File: src/rtl/serial_unit_arbiter_if.sv
// Requester/unit-FSM signal bundle for serial_unit_arbiter.
// master: requesters plus the unit FSM; slave: the arbiter.
interface serial_unit_arbiter_if #(
  parameter int unsigned NUM_REQ = 2,
  parameter int unsigned SEL_W   = 1
);
  logic [NUM_REQ-1:0] req;
  logic [NUM_REQ-1:0] gnt;
  logic [SEL_W-1:0]   sel;
  logic               load_b;
  logic               start_a;
  logic               start_c;
  logic               shift_c;
  logic [NUM_REQ-1:0] done;
  logic               busy;
  logic               err;

  modport master (
    output req, start_c, shift_c,
    input  gnt, sel, load_b, start_a, done, busy, err
  );

  modport slave (
    input  req, start_c, shift_c,
    output gnt, sel, load_b, start_a, done, busy, err
  );
endinterface

File: src/rtl/serial_unit_arbiter.sv
// Round-robin arbiter/sequencer sharing one serial A/B/C multiply unit among NUM_REQ requesters.
// Optional watchdog abort enabled by defining SERIAL_UNIT_ARB_TIMEOUT_EN.
module serial_unit_arbiter #(
  parameter int unsigned NUM_REQ        = 2,
  parameter int unsigned SEL_W          = 1,
  parameter int unsigned C_BITS         = 3,
  parameter int unsigned TIMEOUT_CYCLES = 16
) (
  input  logic                clk,
  input  logic                reset,
  serial_unit_arbiter_if.slave bus
);

  localparam int unsigned CNT_W     = $clog2(C_BITS + 1);
  localparam int unsigned SEL_W_EXP = (NUM_REQ > 1) ? $clog2(NUM_REQ) : 1;

  generate
    if (SEL_W != SEL_W_EXP || NUM_REQ < 2 || NUM_REQ > 8 || C_BITS < 1 || TIMEOUT_CYCLES < 1)
    begin : g_bad_params
      $error("serial_unit_arbiter: illegal parameter combination");
    end
  endgenerate

  typedef enum logic [2:0] {
    ST_IDLE,
    ST_LOAD_B,
    ST_START_A,
    ST_WAIT_C,
    ST_DRAIN_C
  } state_e;

  state_e             state_q,   state_d;
  logic [NUM_REQ-1:0] gnt_q,     gnt_d;
  logic [SEL_W-1:0]   sel_q,     sel_d;
  logic [SEL_W-1:0]   last_q,    last_d;
  logic               load_b_q,  load_b_d;
  logic               start_a_q, start_a_d;
  logic [NUM_REQ-1:0] done_q,    done_d;
  logic               busy_q,    busy_d;
  logic [CNT_W-1:0]   cnt_q,     cnt_d;

  logic               pick_valid;
  logic [SEL_W-1:0]   pick_idx;
  logic               finish;
  logic               abort;

`ifdef SERIAL_UNIT_ARB_TIMEOUT_EN
  localparam int unsigned WD_W = $clog2(TIMEOUT_CYCLES + 1);
  logic [WD_W-1:0] wd_q, wd_d;
  logic            err_q, err_d;
`endif

  // Requester index base+off, wrapped modulo NUM_REQ (off never exceeds NUM_REQ).
  function automatic logic [SEL_W-1:0] wrap_idx(input int unsigned base, input int unsigned off);
    int unsigned s;
    s = base + off;
    if (s >= NUM_REQ) s = s - NUM_REQ;
    return SEL_W'(s);
  endfunction

  // First requesting index after the last winner, wrapping around.
  always_comb begin : rr_pick
    pick_valid = 1'b0;
    pick_idx   = '0;
    for (int unsigned i = 1; i <= NUM_REQ; i++) begin
      if (!pick_valid && bus.req[wrap_idx(32'(last_q), i)]) begin
        pick_valid = 1'b1;
        pick_idx   = wrap_idx(32'(last_q), i);
      end
    end
  end

  always_comb begin : fsm_comb
    state_d   = state_q;
    gnt_d     = gnt_q;
    sel_d     = sel_q;
    last_d    = last_q;
    busy_d    = busy_q;
    cnt_d     = cnt_q;
    load_b_d  = 1'b0;
    start_a_d = 1'b0;
    done_d    = '0;
    finish    = 1'b0;
    abort     = 1'b0;
`ifdef SERIAL_UNIT_ARB_TIMEOUT_EN
    wd_d      = wd_q;
    err_d     = err_q;
`endif

    case (state_q)
      ST_IDLE: begin
        gnt_d  = '0;
        sel_d  = '0;
        busy_d = 1'b0;
        cnt_d  = '0;
        if (pick_valid) begin
          gnt_d   = NUM_REQ'(1) << pick_idx;
          sel_d   = pick_idx;
          busy_d  = 1'b1;
          last_d  = pick_idx;
          state_d = ST_LOAD_B;
        end
      end
      ST_LOAD_B: begin
        load_b_d = 1'b1;
        state_d  = ST_START_A;
      end
      ST_START_A: begin
        start_a_d = 1'b1;
        state_d   = ST_WAIT_C;
      end
      ST_WAIT_C: begin
        if (bus.start_c) begin
          cnt_d = CNT_W'(1);
          if (C_BITS == 1) finish = 1'b1;
          else             state_d = ST_DRAIN_C;
        end
      end
      ST_DRAIN_C: begin
        if (bus.shift_c) begin
          if (cnt_q == CNT_W'(C_BITS - 1)) finish = 1'b1;
          else                             cnt_d = cnt_q + CNT_W'(1);
        end
      end
      default: state_d = ST_IDLE;
    endcase

`ifdef SERIAL_UNIT_ARB_TIMEOUT_EN
    // Watchdog only runs while waiting on the unit's C output.
    if (state_q == ST_WAIT_C || state_q == ST_DRAIN_C) begin
      if (bus.start_c || bus.shift_c)           wd_d  = '0;
      else if (wd_q == WD_W'(TIMEOUT_CYCLES - 1)) abort = 1'b1;
      else                                      wd_d  = wd_q + WD_W'(1);
    end else begin
      wd_d = '0;
    end
    if (abort) begin
      err_d = 1'b1;
      wd_d  = '0;
    end
`endif

    if (finish || abort) begin
      gnt_d   = '0;
      sel_d   = '0;
      busy_d  = 1'b0;
      cnt_d   = '0;
      state_d = ST_IDLE;
    end
    if (finish) done_d = gnt_q;
  end

  always_ff @(posedge clk or negedge reset) begin : fsm_regs
    if (!reset) begin
      state_q   <= ST_IDLE;
      gnt_q     <= '0;
      sel_q     <= '0;
      last_q    <= SEL_W'(NUM_REQ - 1);
      load_b_q  <= 1'b0;
      start_a_q <= 1'b0;
      done_q    <= '0;
      busy_q    <= 1'b0;
      cnt_q     <= '0;
`ifdef SERIAL_UNIT_ARB_TIMEOUT_EN
      wd_q      <= '0;
      err_q     <= 1'b0;
`endif
    end else begin
      state_q   <= state_d;
      gnt_q     <= gnt_d;
      sel_q     <= sel_d;
      last_q    <= last_d;
      load_b_q  <= load_b_d;
      start_a_q <= start_a_d;
      done_q    <= done_d;
      busy_q    <= busy_d;
      cnt_q     <= cnt_d;
`ifdef SERIAL_UNIT_ARB_TIMEOUT_EN
      wd_q      <= wd_d;
      err_q     <= err_d;
`endif
    end
  end

  assign bus.gnt     = gnt_q;
  assign bus.sel     = sel_q;
  assign bus.load_b  = load_b_q;
  assign bus.start_a = start_a_q;
  assign bus.done    = done_q;
  assign bus.busy    = busy_q;
`ifdef SERIAL_UNIT_ARB_TIMEOUT_EN
  assign bus.err     = err_q;
`else
  assign bus.err     = 1'b0;
`endif

endmodule
File: src/flat_wrapper.sv
// flat-port wrapper written by rule: the top's interface ports become plain ports
module serial_unit_arbiter_flat 
#(
  parameter int unsigned NUM_REQ        = 2,
  parameter int unsigned SEL_W          = 1,
  parameter int unsigned C_BITS         = 3,
  parameter int unsigned TIMEOUT_CYCLES = 16
)
  (clk, reset, bus_req, bus_start_c, bus_shift_c, bus_gnt, bus_sel, bus_load_b, bus_start_a, bus_done, bus_busy, bus_err);
  serial_unit_arbiter_if #(.NUM_REQ(NUM_REQ), .SEL_W(SEL_W)) bus_i ();
  input  logic clk;
  input  logic reset;
  input wire logic [$bits(bus_i.req)-1:0] bus_req;
  input wire logic [$bits(bus_i.start_c)-1:0] bus_start_c;
  input wire logic [$bits(bus_i.shift_c)-1:0] bus_shift_c;
  output wire logic [$bits(bus_i.gnt)-1:0] bus_gnt;
  output wire logic [$bits(bus_i.sel)-1:0] bus_sel;
  output wire logic [$bits(bus_i.load_b)-1:0] bus_load_b;
  output wire logic [$bits(bus_i.start_a)-1:0] bus_start_a;
  output wire logic [$bits(bus_i.done)-1:0] bus_done;
  output wire logic [$bits(bus_i.busy)-1:0] bus_busy;
  output wire logic [$bits(bus_i.err)-1:0] bus_err;
  assign bus_i.req = bus_req;
  assign bus_i.start_c = bus_start_c;
  assign bus_i.shift_c = bus_shift_c;
  assign bus_gnt = bus_i.gnt;
  assign bus_sel = bus_i.sel;
  assign bus_load_b = bus_i.load_b;
  assign bus_start_a = bus_i.start_a;
  assign bus_done = bus_i.done;
  assign bus_busy = bus_i.busy;
  assign bus_err = bus_i.err;
  serial_unit_arbiter #(.NUM_REQ(NUM_REQ), .SEL_W(SEL_W), .C_BITS(C_BITS), .TIMEOUT_CYCLES(TIMEOUT_CYCLES)) u_core (.clk(clk), .reset(reset), .bus(bus_i));
endmodule
File: config.mk
export PLATFORM = sky130hd
export DESIGN_NAME = serial_unit_arbiter_flat
export DESIGN_NICKNAME = d
export VERILOG_FILES = /design/src/rtl/serial_unit_arbiter_if.sv /design/src/rtl/serial_unit_arbiter.sv /design/src/flat_wrapper.sv
export SDC_FILE = /design/constraint.sdc
export NUM_CORES = 1
export LEC_CHECK = 0
export ABC_AREA = 1
export CAP_MARGIN = 20
export CELL_PAD_IN_SITES_DETAIL_PLACEMENT = 0
export CELL_PAD_IN_SITES_GLOBAL_PLACEMENT = 1
export CORE_MARGIN = 5
export CORE_UTILIZATION = 34
export DETAILED_ROUTE_END_ITERATION = 10
export MAX_ROUTING_LAYER = met4
export PLACE_DENSITY_LB_ADDON = 0.1
export SLEW_MARGIN = 20
export SYNTH_ARGS = -nofsm -noshare
export SYNTH_HDL_FRONTEND = slang
export SYNTH_SLANG_ARGS = --single-unit
export TNS_END_PERCENT = 20
File: constraint.sdc
create_clock -name clk -period 1.65 [get_ports clk]
set_clock_uncertainty 0.1 [all_clocks]
set_input_delay 0.165 -clock clk [delete_from_list [all_inputs] [get_ports clk]]
set_output_delay 0.165 -clock clk [all_outputs]
set_load 0.02 [all_outputs]
==> reports/metrics.csv <==
metric;value;unit
number_of_antenna_violations_at_the_first_check_in_global_routing;0;
total_number_of_vias;521;
worst_ep_required_time;1380;ps
synth_top_area_share;46.4;%
critPathSlowestCell;sky130_fd_sc_hd__clkdlybuf4s50_1;
worst_path_dominant_cell_family;buffers and inverters;
first_global_vias;532;
cts_setup_buffers;0;
leakage;0.434;nW
floorplan.die.height;53.6;um
htree_num_levels;1;
synth-seq-cells;13;
hpwl;994;um
netlist_instances;78;
yosys_warnings;0;
grt_setup_unrepaired;no;
peakVddDrop;0.776;mV
initial_core_utilization;36.7;%
cts_resized;0;
detail_route.drc_violations;0;
critical_path.startpoint_type;flip-flop;
crit_path_start;u_core.bus.sel;
area_delta_synth_final;27.9;%
place_congestion;0.768;
wire_length_of_the_first_global_routing_pass;2210;um
drive_gt1_share;13.8;%
worstSetupEndpointType;output port;
worstHoldPathType;in -> async;
timing.final.ws_setup;145;ps
placement.io_buffers;13;
maximum_number_of_pins_on_one_net_before_global_route_repair;14;
cts.root.buffer_cell;sky130_fd_sc_hd__clkbuf_4;
ctsHoldBuffers;0;
achievable-frequency;664;MHz
totalWireLength;1220;um
netlist-cell-type-count;21;
setup_violations;0;
clk_latency;270;ps
core;0.00176;mm2
synth_area;647;um2
timing.final.max_slew_violations;0;
synth.yosys.seq_area_share;50.5;%
fillCellCount;203;
detail_route.wl_per_cell;10.2;um
final-hold-violation-count;0;
die_area;0.00288;mm2
dieWidth;53.6;um
antenna_cells;0;
power_density;1720;mW/mm2
synth_area_per_cell;8.29;um2
synth_largest_area_cell;sky130_fd_sc_hd__dfrtp_1;
tcrit_tclk_final;91.2;%
clkTransAtPathRegs;80;ps
worst-path-max-fanout;3;
row_count;15;
globalRouteTotalUtil;11.0;%
worst_r2r_startpoint;u_core.state_q[0];
final_net_count;102;
dr.first_iter.drc_count;4;
final_core_utilization;46.9;%
tritoncts;yes;
globalRoute.totalOverflow;0;
period_minus_slack;1510;ps
post_synth_main_area_contributors;sky130_fd_sc_hd__dfrtp_1, sky130_fd_sc_hd__nand2_1, sky130_fd_sc_hd__inv_1;
ant_nets;0;
drtPass1Iterations;2;
fin_tns_setup;0;ps
crit_path_cell_trace;clkdlybuf4s50_1;
cap_violations;0;
cts-root-to-sink-buffers;2;
post_drt_via_cell_ratio;4.38;
worstPathArrival;1240;ps
max_stage_delay;610;ps
status;finished clean;
pre_cts_slack;232;ps
cp_num_buf_inv;1;
timing_worst_setup_path_type;reg -> out;
synth_fp_nets;85;
clock_sink_count;13;
inserted_clock_buffers;3;
i_o_pins;15;
kinds of logic (layout without fill, tap and decap cells):
| kind of cell | after synthesis | count (layout) | synth area share [%] |
|---|---|---|---|
| AO/OA/AOI/OAI | 7 | 7 | 7.35 |
| adder cells (fa/ha/maj) | 1 | 1 | 1.93 |
| buffers and inverters | 17 | 33 | 11.0 |
| flip-flops | 13 | 13 | 50.5 |
| other | 1 | 1 | 0.580 |
| AND/OR/NAND/NOR | 39 | 39 | 28.6 |
final timing paths:
check                                    end  slack [ps]  cells past startpoint
min in group clk             u_core.cnt_q[1]         390                      2
setup reg to reg             u_core.cnt_q[0]         300                      6
setup / recovery                     bus_sel         140                      1
max in group asynchronous      u_core.last_q        1120                      2
hold reg to reg              u_core.cnt_q[1]         390                      2
hold / removal             u_core.bus.load_b         100                      2
cell usage in the layout (no fill, tap or decap), types with 2 or more instances in the layout:
cell type                         instances
sky130_fd_sc_hd__o21ai_2                  2
sky130_fd_sc_hd__nand4_1                  2
sky130_fd_sc_hd__o21ai_1                  2
sky130_fd_sc_hd__dfrtp_1                 12
sky130_fd_sc_hd__inv_1                   14
sky130_fd_sc_hd__nand3_1                  7
sky130_fd_sc_hd__nand2_1                 17
sky130_fd_sc_hd__nand2_2                  2
sky130_fd_sc_hd__clkdlybuf4s50_1         13
sky130_fd_sc_hd__clkbuf_4                 3
sky130_fd_sc_hd__nor2_1                   7
worst reg2reg max path, cell delays in order, from the launching register on:
cell and delay, ps:
sky130_fd_sc_hd__dfrtp_1 460, sky130_fd_sc_hd__nor2_4 180, sky130_fd_sc_hd__nand4_1 230, sky130_fd_sc_hd__nand2_1 140, sky130_fd_sc_hd__inv_1 40, sky130_fd_sc_hd__nand2_1 50, sky130_fd_sc_hd__nand2_1 40
where the power goes:
group / internal [mW] / switching [mW]
Combinational: 0.292 / 0.392
Sequential: 0.444 / 0.104
Clock: 0.0934 / 0.0967
cells in the mapped netlist:
library cell and count:
sky130_fd_sc_hd__inv_1 14, sky130_fd_sc_hd__nor2_4 1, sky130_fd_sc_hd__buf_4 2, sky130_fd_sc_hd__nor2_2 1, sky130_fd_sc_hd__nor2_1 7, sky130_fd_sc_hd__nand2_1 17
sky130_fd_sc_hd__o21bai_1 1, sky130_fd_sc_hd__conb_1 1, sky130_fd_sc_hd__ha_1 1, sky130_fd_sc_hd__inv_2 1, sky130_fd_sc_hd__a21oi_1 1, sky130_fd_sc_hd__dfstp_2 1
sky130_fd_sc_hd__dfrtp_1 12, sky130_fd_sc_hd__nand4_1 2, sky130_fd_sc_hd__nand2_2 2, sky130_fd_sc_hd__nand3b_1 1, sky130_fd_sc_hd__o211ai_1 1, sky130_fd_sc_hd__nand3_1 7
sky130_fd_sc_hd__o21ai_1 2, sky130_fd_sc_hd__nand3_2 1, sky130_fd_sc_hd__o21ai_2 2
per-layer routing:
metal / vias up / GRT usage [%] / share of wire [%]
li1: 271 / - / -
met1: 240 / 13.1 / 48
met2: 8 / 17.6 / 46
met3: 2 / 2.49 / 5.2
met4: 0 / 5.11 / 0.82
met5: - / - / 0
flip-flops by register name, indices dropped and copies added, names as in the netlist:
name and count:
u_core.cnt_q 2, u_core.bus.busy 1, u_core.bus.done 2, u_core.bus.load_b 1, u_core.state_q 3, u_core.bus.sel 1, u_core.bus.gnt 1, u_core.bus.start_a 1
u_core.last_q 1
final cells by class:
class	count	area [um2]	share of cell area, %
Timing Repair Buffer	14	138	16.6
Tap cell	25	31.3	3.78
Clock buffer	4	26.3	3.18
Sequential cell	13	327	39.5
Inverter	15	56.3	6.81
Multi-Input combinational cell	48	249	30.1
stage by stage:
stage | std cells | instance area [um2] | hold slack (ps) | total power [mW]
floorplan | 78 | 647 | -231 | 1.02
global placement | 115 | 801 | 367 | 1.25
detailed placement | 115 | 801 | 374 | 1.25
CTS | 119 | 827 | 98.4 | 1.45
global route | 119 | 827 | 98.5 | 1.57
finish | 119 | 827 | 97.6 | 1.42
Power figures use the tool's default switching activity.
==> patch 1, RTL diff (same settings) <==
Encoding of `state_e`: now one-hot (5 bits for 5 states).
--- a/src/rtl/serial_unit_arbiter.sv
+++ b/src/rtl/serial_unit_arbiter.sv
@@ -22,10 +22,10 @@
   endgenerate
 
-  typedef enum logic [2:0] {
-    ST_IDLE,
-    ST_LOAD_B,
-    ST_START_A,
-    ST_WAIT_C,
-    ST_DRAIN_C
+  typedef enum logic [4:0] {
+    ST_IDLE    = 5'b00001,
+    ST_LOAD_B  = 5'b00010,
+    ST_START_A = 5'b00100,
+    ST_WAIT_C  = 5'b01000,
+    ST_DRAIN_C = 5'b10000
   } state_e;
 
Check against the original RTL: no difference found for any inputs over 10 cycles, from zero or initial values and one cycle with reset low; not proved beyond that.
==> patch 1 against the unedited design <==
- worst setup slack worse by 0.024 ns
- wire length up 12%
- clock power up 14%
- sequential cell count up 2
- die area up 12%
- power down 0.86%
- design area up 12%
- utilization down 1.1 points
- area after synthesis up 14%
- largest cell class unchanged
==> patch 1: results (changes against the unedited design) <==
Status - completed
Max reg flops - 5 (+2)
Post-synthesis compound-gate area fraction - 0.0457 (-0.0278)
Place WS - 0.243 ns (+0.0112 ns)
DR vias - 567 (+8.8%)
Hold crit path type - in2async
Drt drc - 0 (unchanged)
Placer Congestion - 0.733 (-4.6%)
Vias in the first global route - 569 (+7.0%)
Final nets - 110 (+7.8%)
FFs w/ async S/R, synth - 1.00 (unchanged)
Buffers on Ports - 13 (unchanged)
Synth cell types - 18 (-14%)
Post-synthesis xor/xnor area fraction - 0 (unchanged)
Critical Path Fanout Max - 2 (-1)
Worst skew pair latency - 0.28 ns
P_leak - 0.476 nW (+9.8%)
Fillers - 212 (+4.4%)
Crit path DAT - 1.26 ns (+0.02 ns)
Largest net degree at the start of global routing - 16 (+2)
Critical path's slowest cell - clkdlybuf4s50_1
Cell taking the most area after synthesis - dfrtp_1
Final-report setup violation count - 0 (unchanged)
Detailed Routing Iterations Pass 1 - 4 (+2)
CTS buffer count - 3 (unchanged)
Crit-path leading delay family - buffers and inverters
Initial antenna violation count - 0 (unchanged)
Mux contribution to synthesized area - 0 (unchanged)
Number of inserted diodes - 0 (unchanged)
Setup bufs post-CTS - 0 (unchanged)
GR Util All Layers - 0.0963 (-0.0135)
Warnings from Yosys - 0 (unchanged)
First-pass GRT wire length - 2440 um (+10%)
Root Driver - clkbuf_4
CTS Buffer Depth - 2 (unchanged)
Worst IR Drop VDD - 0.854 mV (+10%)
Top reg by flops - u_core.state_q
Layout cells sized above 1 - 0.196 (+0.0578)
Post-synth top cells - nand2_1, dfrtp_1, inv_1
Crit Reg-Reg Startpoint - u_core.state_q[0]
Reg clk slew, reported paths - 0.10 ns (+0.02 ns)
Slowest cell delay on critical path - 0.61 ns (about the same)
HPWL after DPL - 1100 um (+11%)
Cts repair resizes - 0 (unchanged)
Sequential element share of the synthesized area - 0.511 (+0.00616)
Worst Setup SP - u_core.bus.busy
H-tree Lvls - 1 (unchanged)
Post-Synth Adder-Cell Area - 0.0169 (-0.00242)
Dominant cells by area after synthesis - dfrtp_1, nand2_1, dfstp_2
Initial DRC Count - 9 (+5)
Syn_nets - 93 (+9.4%)
Post-Route WL - 1370 um (+12%)
patch 1: changes by cell type after synthesis, sizes merged, moves of 2 or more:
cell,delta
nand3,-2
nand2,+2
nor2,+6
nand4,+3
patch 1: layout make-up:
type                       instances  share of cell area
clock buffer                       3              0.0243
clock inverter                     1             0.00811
inverter                          14              0.0568
multi-input combinational         55               0.318
sequential                        15               0.408
tap                               27              0.0365
timing repair buffer              14               0.149
patch 1: layer usage:
layer	wire length (um)	global-route usage
met4	12	0.0102
met5	0	-
met3	35	0.0275
met1	676	0.126
met2	642	0.153
patch 1: logic make-up after synthesis:
logic type	Yosys count
adder cells (fa/ha/maj)	1
flip-flops	15
buffers and inverters	16
other	1
AND/OR/NAND/NOR	47
AO/OA/AOI/OAI	6
patch 1: final timing paths:
path / cells after the start / endpoint / slack (ns)
hold reg to reg: 2 / u_core.last_q / 0.39
setup / recovery: 1 / bus_busy / 0.12
min in group clk: 2 / u_core.last_q / 0.39
max in group asynchronous: 2 / u_core.state_q[0] / 1.12
setup reg to reg: 6 / u_core.state_q[0] / 0.24
hold / removal: 2 / u_core.cnt_q[0] / 0.08
patch 1: report_power, final:
part	total (W)	switching (W)	internal (W)
registers	0.000564	0.0000756	0.000488
logic	0.000629	0.000373	0.000256
clock network	0.000217	0.000125	0.0000917
total	0.00141	0.000574	0.000836
patch 1: through the flow:
stage          cells  instance area [um2]
6_report         129                  926
5_1_grt          129                  926
4_1_cts          129                  926
3_5_place_dp     125                  896
3_3_place_gp     125                  896
2_1_floorplan     86                  739
patch 1: worst register-to-register path, delay by kind of cell (launching register included):
| family | cells | cell delay, ns |
|---|---|---|
| flip-flops | 1 | 0.57 |
| AND/OR/NAND/NOR | 3 | 0.32 |
| buffers and inverters | 2 | 0.18 |
| AO/OA/AOI/OAI | 1 | 0.18 |
==> patch 2, RTL diff (same settings) <==
Made on the original files. `C_BITS` is set to 3 in 2 places; all go to 6.
--- a/src/rtl/serial_unit_arbiter.sv
+++ b/src/rtl/serial_unit_arbiter.sv
@@ -4,5 +4,5 @@
   parameter int unsigned NUM_REQ        = 2,
   parameter int unsigned SEL_W          = 1,
-  parameter int unsigned C_BITS         = 3,
+  parameter int unsigned C_BITS         = 6,
   parameter int unsigned TIMEOUT_CYCLES = 16
 ) (
--- a/src/flat_wrapper.sv
+++ b/src/flat_wrapper.sv
@@ -4,5 +4,5 @@
   parameter int unsigned NUM_REQ        = 2,
   parameter int unsigned SEL_W          = 1,
-  parameter int unsigned C_BITS         = 3,
+  parameter int unsigned C_BITS         = 6,
   parameter int unsigned TIMEOUT_CYCLES = 16
 )
Behaviour: not the same (a bounded check fails within 10 cycles, from zero or initial values and one cycle with reset low).
==> patch 2 against the unedited design <==
- design area grew 11%
- wire length grew 15%
- area after synthesis grew 12%
- sequential cell count grew 1
- clock power grew 34%
- worst setup slack lost 0.055 ns
- power grew 9.3%
- global-route usage shrank 0.17 points
- critical endpoint unchanged
- largest power group unchanged
==> patch 2: results (changes against the unedited design) <==
Routed len/inst - 10.5 um (+2.5%)
Met2 Use GR - 0.157 (-0.0186)
Post-Route WL - 1410 um (+15%)
Post-synth top cells - nand2_1, dfrtp_1, inv_1
P_leak - 0.501 nW (+16%)
HPWL after DPL - 1120 um (+13%)
DP Area - 880 um2 (+9.8%)
DP Cell Count - 130 (+13%)
Syn_nets - 99 (+16%)
Crit path DAT - 1.30 ns (+0.06 ns)
Pwr dens - 1700 nW/um2 (-1.3%)
Pint - 0.000895 W (+8.0%)
Dominant cells by area after synthesis - dfrtp_1, nand2_1, inv_1
GR Util All Layers - 0.108 (-0.00169)
Worst IR Drop VDD - 0.706 mV (-9.0%)
Routed wl met2 - 638 um (+13%)
R2R Setup Slk - 0.37 ns (+0.07 ns)
Post-synthesis xor/xnor area fraction - 0.0121 (+0.0121)
Grt met3 use - 0.0302 (+0.00523)
Syn Inst Count - 91 (+17%)
Synth cell types - 20 (-4.8%)
Status - completed
Grt met1 use - 0.130 (-0.000970)
Met3 wire len - 60 um (-4.8%)
Path depth of the worst reg2reg path - 9 (+3)
Largest net degree at the start of global routing - 15 (+1)
Fillers - 215 (+5.9%)
-- patch 2: per-stage QoR --
stage | power [W] | hold WS [ns]
2_1_floorplan | 0.00107 | -0.231
3_3_place_gp | 0.00132 | 0.362
3_5_place_dp | 0.00132 | 0.376
4_1_cts | 0.00158 | 0.0788
5_1_grt | 0.00168 | 0.0894
6_report | 0.00155 | 0.0791
-- patch 2: power groups by stage --
| stage | combinational [W] | sequential, W | clock [W] |
|---|---|---|---|
| detailed placement | 0.000739 | 0.000582 | 0 |
| global route | 0.000813 | 0.000589 | 0.000276 |
| global placement | 0.000742 | 0.000577 | 0 |
| CTS | 0.000741 | 0.000576 | 0.000262 |
| floorplan | 0.000443 | 0.000630 | 0 |
| finish | 0.000727 | 0.000573 | 0.000254 |
-- patch 2: area by class of cell --
cell class	instances	area share
well taps	27	0.0369
repair buffers	14	0.150
inverters	16	0.0656
flip-flops and latches	14	0.384
multi-input cells	59	0.324
clock buffers	4	0.0396
